$ cat src/rtl/regfile_write_arbiter.sv
// Round-robin arbiter sharing one register-file write port between NUM_REQ requesters.
// Define REGFILE_ARB_LOCK_EN to add req_lock, which keeps top priority on the accepted requester.
module regfile_write_arbiter #(
    parameter int NUM_REQ    = 4,
    parameter int ADDR_WIDTH = 5,
    parameter int DATA_WIDTH = 32
) (
    input  logic                          clk,
    input  logic                          reset_n,
    input  logic [NUM_REQ-1:0]            req_valid,
    input  logic [NUM_REQ*ADDR_WIDTH-1:0] req_addr,
    input  logic [NUM_REQ*DATA_WIDTH-1:0] req_data,
`ifdef REGFILE_ARB_LOCK_EN
    input  logic [NUM_REQ-1:0]            req_lock,
`endif
    output logic [NUM_REQ-1:0]            req_ready,
    output logic                          wr_en,
    output logic [ADDR_WIDTH-1:0]         wr_addr,
    output logic [DATA_WIDTH-1:0]         wr_data,
    output logic [$clog2(NUM_REQ)-1:0]    wr_grant_id,
    input  logic                          wr_ready
);
    localparam int ID_WIDTH = $clog2(NUM_REQ);
    localparam logic [ID_WIDTH-1:0] LAST_ID = ID_WIDTH'(NUM_REQ - 1);

    logic [ID_WIDTH-1:0] rr_ptr;
    logic [ID_WIDTH-1:0] rr_ptr_next;
    logic [ID_WIDTH-1:0] grant_id;
    logic                grant_found;
    logic                stage_free;
    logic                transfer;

    // A retiring write frees the stage in the same cycle, giving back-to-back throughput.
    assign stage_free = !wr_en || wr_ready;

    always_comb begin : rr_scan
        int idx;
        idx         = 0;
        grant_found = 1'b0;
        grant_id    = '0;
        for (int k = 0; k < NUM_REQ; k++) begin
            idx = int'(rr_ptr) + k;
            if (idx >= NUM_REQ) begin
                idx = idx - NUM_REQ;
            end
            if (!grant_found && req_valid[ID_WIDTH'(idx)]) begin
                grant_found = 1'b1;
                grant_id    = ID_WIDTH'(idx);
            end
        end
    end

    always_comb begin : ready_gen
        req_ready = '0;
        if (reset_n && stage_free && grant_found) begin
            req_ready[grant_id] = 1'b1;
        end
    end

    assign transfer = |(req_valid & req_ready);

    always_comb begin : ptr_next
        rr_ptr_next = (grant_id == LAST_ID) ? '0 : grant_id + ID_WIDTH'(1);
`ifdef REGFILE_ARB_LOCK_EN
        // A locked winner stays at the head of the scan for its follow-up write.
        if (req_lock[grant_id]) begin
            rr_ptr_next = grant_id;
        end
`endif
    end

    always_ff @(posedge clk or negedge reset_n) begin
        if (!reset_n) begin
            wr_en       <= 1'b0;
            wr_addr     <= '0;
            wr_data     <= '0;
            wr_grant_id <= '0;
            rr_ptr      <= '0;
        end else if (transfer) begin
            wr_en       <= 1'b1;
            wr_addr     <= req_addr[grant_id*ADDR_WIDTH +: ADDR_WIDTH];
            wr_data     <= req_data[grant_id*DATA_WIDTH +: DATA_WIDTH];
            wr_grant_id <= grant_id;
            rr_ptr      <= rr_ptr_next;
        end else if (wr_en && wr_ready) begin
            wr_en <= 1'b0;
        end
    end

endmodule

$ cat config.mk
export PLATFORM = sky130hd
export DESIGN_NAME = regfile_write_arbiter
export DESIGN_NICKNAME = d
export VERILOG_FILES = /design/src/rtl/regfile_write_arbiter.sv
export SDC_FILE = /design/constraint.sdc
export NUM_CORES = 1
export LEC_CHECK = 0
export CAP_MARGIN = 20
export CORE_MARGIN = 8
export CORE_UTILIZATION = 30
export CTS_CLUSTER_DIAMETER = 150
export DETAILED_ROUTE_END_ITERATION = 6
export PLACE_DENSITY = 0.78
export SYNTH_ARGS = -nofsm -noshare
export SYNTH_HDL_FRONTEND = slang
export SYNTH_SLANG_ARGS = --single-unit
$ cat constraint.sdc
create_clock -name clk -period 3.6 [get_ports clk]
set_clock_uncertainty 0.2 [all_clocks]
set_input_delay 0.54 -clock clk [delete_from_list [all_inputs] [get_ports clk]]
set_output_delay 0.54 -clock clk [all_outputs]
set_load 0.01 [all_outputs]
==> reports/metrics.csv, run 1 <==
stage,metric,value,unit
worst_setup_path,r2r_start,rr_ptr[0],
die,dieHeight,112,um
worst_setup_path,cp_max_fo,5,
global_routing,grt_pass1_vias,3158,
placement,place_area,0.00481,sq mm
global_routing,antenna_found_initial,0,
routing,wire_per_inst,18.4,um
clock_network,clockBufferDepth,2,
final_layout,fin_area,0.00491,sq mm
die,core,0.00906,sq mm
worst_setup_path,crit_path_cell_trace,clkdlybuf4s50_1 > nor2b_1 > a21o_1 > a211oi_2 > inv_1 > nor3_1 > clkdlybuf4s50_1,
worst_setup_path,worst-path-buf-inv,3,
placement,port_buffers,198,
final_layout,area_growth,78.0,%
final_layout,instances_no_fill,549,
sta,relSlewSlack,55.5,%
global_routing,grt_max_degree,43,
global_routing,grt_pass1_wl,16000,um
logic_synthesis,synthCells,247,
routing,via_count,2749,
power_and_ir_drop,ir_worst_vdd,0.242,mV
run_status,status,"complete, no violations",
clock_network,cts_setup_buffers,0,
worst_setup_path,worstSetupEndpointType,output pin,
routing,via_per_inst,5.01,
logic_synthesis,ys_ff_latch,42,
clock_network,cts_tree,yes,
logic_synthesis,synth_nets,404,
power_and_ir_drop,p_seq_share,27.6,%
power_and_ir_drop,p_sw_share,37.7,%
power_and_ir_drop,p_comb_share,61.8,%
placement,globalplace.congestion,0.778,
sta,fin_crit_sh,95.5,%
logic_synthesis,syn_avg_cell_area,11.2,sq um
final_layout,fin_nets,594,
worst_setup_path,ff2ff_setup_slack,830,ps
clock_network,ctsResizeCount,0,
power_and_ir_drop,intPower,1860,uW
logic_synthesis,syn_area,0.00276,sq mm
logic_synthesis,ys_seq_area_share,38.1,%
worst_setup_path,crit_top_cell,clkdlybuf4s50_1,
logic_synthesis,ys.warnings.count,0,
sta,fin_crit,3440,ps
clock_network,hold_buffers,0,
clock_network,clk_pin_slew,80,ps
logic_synthesis,yosysUniqueCellTypes,28,
placement,dp_cells,541,
sta,maxSlewViolCount,0,
worst_setup_path,crit_type,primary input to output pin,
clock_network,cts.sinks,42,
routing,ant_nets,0,
clock_network,cts_max_level,2,
power_and_ir_drop,p_switching,1130,uW
sta,rsz0062_at_grt,no,
clock_network,clk-insertion-delay-late,280,ps
logic_synthesis,async_flop_share,100,%
routing,routed_wl,10100,um
global_routing,grt_util_all_layers,15.8,%
sta,tightest_slew,667,ps
worst_setup_path,reg2reg_to,wr_data[13],
logic_synthesis,synth_edf_count,0,
logic_synthesis,synthFlopType,dfrtp_1,
worst_setup_path,crit_family,buffers and inverters,
worst_setup_path,crit_path_start_kind,primary input,
power_and_ir_drop,finalPower,2990,uW
die,rows,35,
die,die_area,0.0125,sq mm
routing,drtPass1Iterations,4,
power_and_ir_drop,p_leak,0.00209,uW
sta,fmax,0.291,GHz
die,initial_core_util,30.4,%
final_layout,drive_above_1_share,9.36,%
hold_path,hold_class,primary input to asynchronous set/reset pin,
die,pin_count,199,
die,die_x,112,um
job,maxCapViolations,0,
sta,setup_ws,162,ps
placement,place_ws,69.5,ps
worst_setup_path,critPathArrivalTime,2700,ps
worst_setup_path,critPathMaxStageDelay,580,ps
worst_setup_path,r2r_cells,10,
final_layout,fillers,831,
worst_setup_path,required,2860,ps
power_and_ir_drop,powerDensity,609,mW/mm^2
sta,finalHoldViolCount,0,
power_and_ir_drop,pwr-share-clk,10.5,%
final_layout,diodes,0,
placement,dp_hpwl,8140,um
clock_network,cts_root_buf,clkbuf_8,
worst_setup_path,slowest_stage,clkdlybuf4s50_1,
sta,setup_tns,0,ps
global_routing,overflow,0,
routing,drc_errors,0,
routing,drtIter0Drc,86,
sta,setup_viol,0,
clock_network,cts_made_buffers,5,
flip-flops by register name, indices dropped and copies added, names as in the netlist:
| name | cells |
|---|---|
| rr_ptr | 2 |
| wr_data | 32 |
| wr_addr | 5 |
| wr_grant_id | 2 |
| wr_en | 1 |
cells by family (layout without fill, tap and decap cells):
family	Yosys count	in the layout	synth area share (%)
compound gates	45	45	18.5
fa+ha+maj	2	2	0.908
simple gates	54	54	8.17
flops	42	42	38.1
mux	77	77	28.1
buf+inv	27	218	6.17
cell usage after synthesis (2+ instances only):
cell type / count / area share, %
dfrtp_1: 42 / 38
buf_2: 9 / 1.6
clkbuf_1: 3 / 0.41
nor2_1: 3 / 0.41
buf_4: 3 / 0.82
buf_6: 6 / 2.5
nand2b_1: 3 / 0.68
o221ai_2: 19 / 10
a21o_1: 2 / 0.54
nand2_1: 41 / 5.6
mux2_2: 3 / 1.2
mux2i_1: 74 / 27
ha_1: 2 / 0.91
inv_1: 5 / 0.68
o221ai_1: 18 / 5.7
nor3_1: 2 / 0.36
per-layer routing:
layer / global-route usage, % / vias to the layer above / part of all wire [%]
met2: 29.2 / 123 / 51
met3: 6.06 / 12 / 8.5
met5: 0 / - / 0
li1: - / 1315 / -
met1: 16.2 / 1299 / 39
met4: 4.28 / 0 / 1.6
how the worst max path moves through the flow:
stage,from,end,slack (ps),depth (start not counted)
6_report,req_valid[2],req_ready[1],160,7
5_1_grt,req_valid[2],req_ready[1],60,7
4_1_cts,req_valid[2],req_ready[1],160,7
3_5_place_dp,req_valid[2],wr_data[15],70,11
3_3_place_gp,req_valid[2],wr_data[20],250,11
2_1_floorplan,req_valid[2],wr_data[29],620,13
worst register-to-register path, stage by stage (launching register included):
cell	delay, ps
dfrtp_1	380
nor2b_1	70
a21o_1	160
a211oi_2	360
inv_1	150
ha_1	230
a22oi_1	230
a31o_1	240
or2_2	170
buf_4	260
o221ai_1	190
through the flow:
step	util, %	hold WS, ps
finish	54.1	179
global route	54.1	224
CTS	54.1	193
detailed placement	53.1	275
global placement	53.1	260
floorplan	-	44.4
placed cells by master (no fill, tap or decap):
cell type / count
buf_12: 3
nand2b_1: 3
a22oi_1: 1
clkbuf_1: 1
mux2i_1: 74
a31o_1: 1
o221ai_1: 18
clkinv_2: 1
and2_4: 1
a21oi_1: 1
clkdlybuf4s50_1: 197
clkbuf_8: 6
nor2_1: 3
buf_2: 1
a211o_2: 1
or4_1: 1
nor2b_1: 1
o221ai_2: 19
a211oi_2: 1
nand2_1: 41
buf_4: 4
mux2_2: 3
nor3_1: 2
a311o_1: 1
inv_1: 5
or2_2: 1
a21o_1: 2
nand3_1: 1
ha_1: 2
dfrtp_1: 42
power groups by stage:
stage                     sequential (uW)  clock [uW]  combinational (uW)
final                                 825         315                1850
after global routing                  855         353                1990
after CTS                             827         331                1880
after detailed placement              833           0                1880
after global placement                825           0                1810
after floorplan                       922           0                 946
cell type report:
class / instances / area [sq um] / area share (%)
clock buffer: 7 / 86.3 / 1.76
tap: 111 / 139 / 2.83
multi-input combinational: 178 / 1540 / 31.4
clock inverter: 1 / 5.00 / 0.102
sequential: 42 / 1050 / 21.4
timing repair buffer: 205 / 2070 / 42.1
inverter: 5 / 18.8 / 0.383
(Power assumes the default switching activity.)
==> run 2: changes to the inputs <==
--- a/config.mk
+++ b/config.mk
@@ -7,10 +7,10 @@
 export LEC_CHECK = 0
 export CAP_MARGIN = 20
 export CORE_MARGIN = 8
-export CORE_UTILIZATION = 30
+export CORE_UTILIZATION = 35
 export CTS_CLUSTER_DIAMETER = 150
 export DETAILED_ROUTE_END_ITERATION = 6
-export PLACE_DENSITY = 0.78
+export PLACE_DENSITY = 0.88
 export SYNTH_ARGS = -nofsm -noshare
 export SYNTH_HDL_FRONTEND = slang
 export SYNTH_SLANG_ARGS = --single-unit
==> run 2 against run 1 <==
Net effect:
- worst hold slack got worse by 47 ps
- flip-flop and latch count did not move
- count of clock-buffer cells in the layout fell by 2
- clock power rose by 17%
- combinational power barely moved
- highest routed layer unchanged
==> reports/metrics.csv, run 2 (synthesis results as in run 1) <==
stage,metric,value,unit
worst_setup_path,cp_max_fo,5,
final_layout,drive_above_1_share,9.82,%
clock_network,clockBufferDepth,2,
global_routing,grt_util_all_layers,18.3,%
global_routing,grt_use_met2,34.3,%
die,die_area,0.0110,sq mm
die,core,0.00769,sq mm
global_routing,antenna_found_initial,0,
die,rows,32,
worst_setup_path,crit_path_start_kind,primary input,
final_layout,largest_register_ff_count,32,
die,initial_core_util,35.9,%
final_layout,top_regs,"wr_data (32), wr_addr (5)",
sta,tightest_slew,699,ps
power_and_ir_drop,ir_worst_vdd,0.255,mV
sta,relSlewSlack,53.4,%
sta,setup_tns,0,ps
power_and_ir_drop,powerDensity,620,mW/mm^2
global_routing,overflow,0,
job,maxCapViolations,0,
routing,drtPass1Iterations,4,
global_routing,grt_max_degree,43,
worst_setup_path,required,2860,ps
final_layout,regMostFlops,wr_data,
worst_setup_path,r2r_cells,8,
sta,fin_crit,3400,ps
placement,globalplace.congestion,0.811,
clock_network,cts_setup_buffers,0,
clock_network,hold_buffers,0,
clock_network,ctsResizeCount,0,
final_layout,layout_commonest_cell,clkdlybuf4s50_1,
clock_network,cts_max_level,2,
final_layout,fillers,656,
routing,via_per_inst,5.13,
sta,rsz0062_at_grt,no,
global_routing,use_met1,18.2,%
die,pin_count,199,
worst_setup_path,critPathArrivalTime,2660,ps
routing,ant_nets,0,
clock_network,cts.sinks,42,
sta,fin_crit_sh,94.6,%
clock_network,cts_root_buf,clkbuf_8,
worst_setup_path,crit_type,primary input to output pin,
final_layout,layout_common_cells,"clkdlybuf4s50_1, mux2i_1, dfrtp_1, nand2_1, o221ai_2",
final_layout,area_growth,78.2,%
die,dieHeight,105,um
clock_network,clk_pin_slew,80,ps
sta,finalHoldViolCount,0,
final_layout,diodes,0,
placement,port_buffers,198,
die,die_x,105,um
sta,fmax,0.294,GHz
power_and_ir_drop,p_leak,0.00210,uW
clock_network,cts_made_buffers,5,
routing,drtIter0Drc,58,
global_routing,grt_pass1_vias,3217,
sta,setup_viol,0,
worst_setup_path,reg2reg_to,rr_ptr[0],
clock_network,cts_tree,yes,
routing,wire_per_inst,19.2,um
worst_setup_path,r2r_start,rr_ptr[1],
power_and_ir_drop,finalPower,3050,uW
routing,via_count,2770,
hold_path,hold_class,primary input to asynchronous set/reset pin,
routing,routed_wl,10400,um
global_routing,grt_pass1_wl,16500,um
clock_network,clk-insertion-delay-late,290,ps
run_status,status,"complete, no violations",
placement,dp_hpwl,8320,um
sta,maxSlewViolCount,0,
final_layout,fin_nets,594,
worst_setup_path,ff2ff_setup_slack,920,ps
routing,drc_errors,0,
worst_setup_path,worstSetupEndpointType,output pin,
global_routing,use_met3,7.68,%
global_routing,top_usage_layer,met2,
==> run 2: cell count changes in the layout (fill, tap and decap cells not counted), sizes merged <==
cell / previous run / this run
bufinv: 0 / 1
clkbuf: 7 / 5
clkinv: 1 / 2
==> run 2: per-layer routing <==
| layer | part of all wire (%) | vias up |
|---|---|---|
| met3 | 9.3 | 10 |
| met4 | 1.4 | 0 |
| met2 | 53 | 135 |
| met5 | 0 | - |
| met1 | 36 | 1318 |
| li1 | - | 1307 |
==> run 2: through the flow <==
stage          setup slack (ps)  instance area (sq um)  instances  hold slack (ps)  util (%)
2_1_floorplan               619                   2760        247             44.4         -
3_3_place_gp                284                   4800        532              264      62.5
3_5_place_dp                168                   4800        532              271      62.5
4_1_cts                     211                   4910        540              153      63.9
5_1_grt                    96.6                   4910        540              186      63.9
6_report                    196                   4910        540              132      63.9
==> run 2: layout make-up <==
cell class	count	area, sq um	area share, %
well taps	102	128	2.60
clock inverters	3	40.0	0.815
repair buffers	205	2070	42.1
clock buffers	5	68.8	1.40
inverters	5	18.8	0.382
flip-flops and latches	42	1050	21.4
multi-input cells	178	1540	31.3
==> run 2: how the worst max path moves through the flow <==
stage / start / endpoint / slack (ps) / depth (start not counted)
finish: req_valid[2] / req_ready[2] / 200 / 9
global route: req_valid[2] / req_ready[2] / 100 / 9
detailed placement: req_valid[2] / rr_ptr[0] / 170 / 10
floorplan: req_valid[2] / wr_data[29] / 620 / 13
CTS: req_valid[2] / req_ready[2] / 210 / 9
global placement: req_valid[2] / wr_grant_id[1] / 280 / 10
==> run 2: report_power, final <==
group / leakage (uW) / total, uW / switching (uW) / internal, uW
clock: 0.0000579 / 368 / 164 / 204
sequential: 0.000519 / 835 / 136 / 699
combinational: 0.00152 / 1840 / 836 / 1010
==> run 2: critical path: stages <==
cell and delay [ps]:
clkdlybuf4s50_1 480, nor2b_1 180, a21o_1 160, a211oi_2 310, inv_1 150, ha_1 250, inv_1 60, nor2_1 40
clkdlybuf4s50_1 500
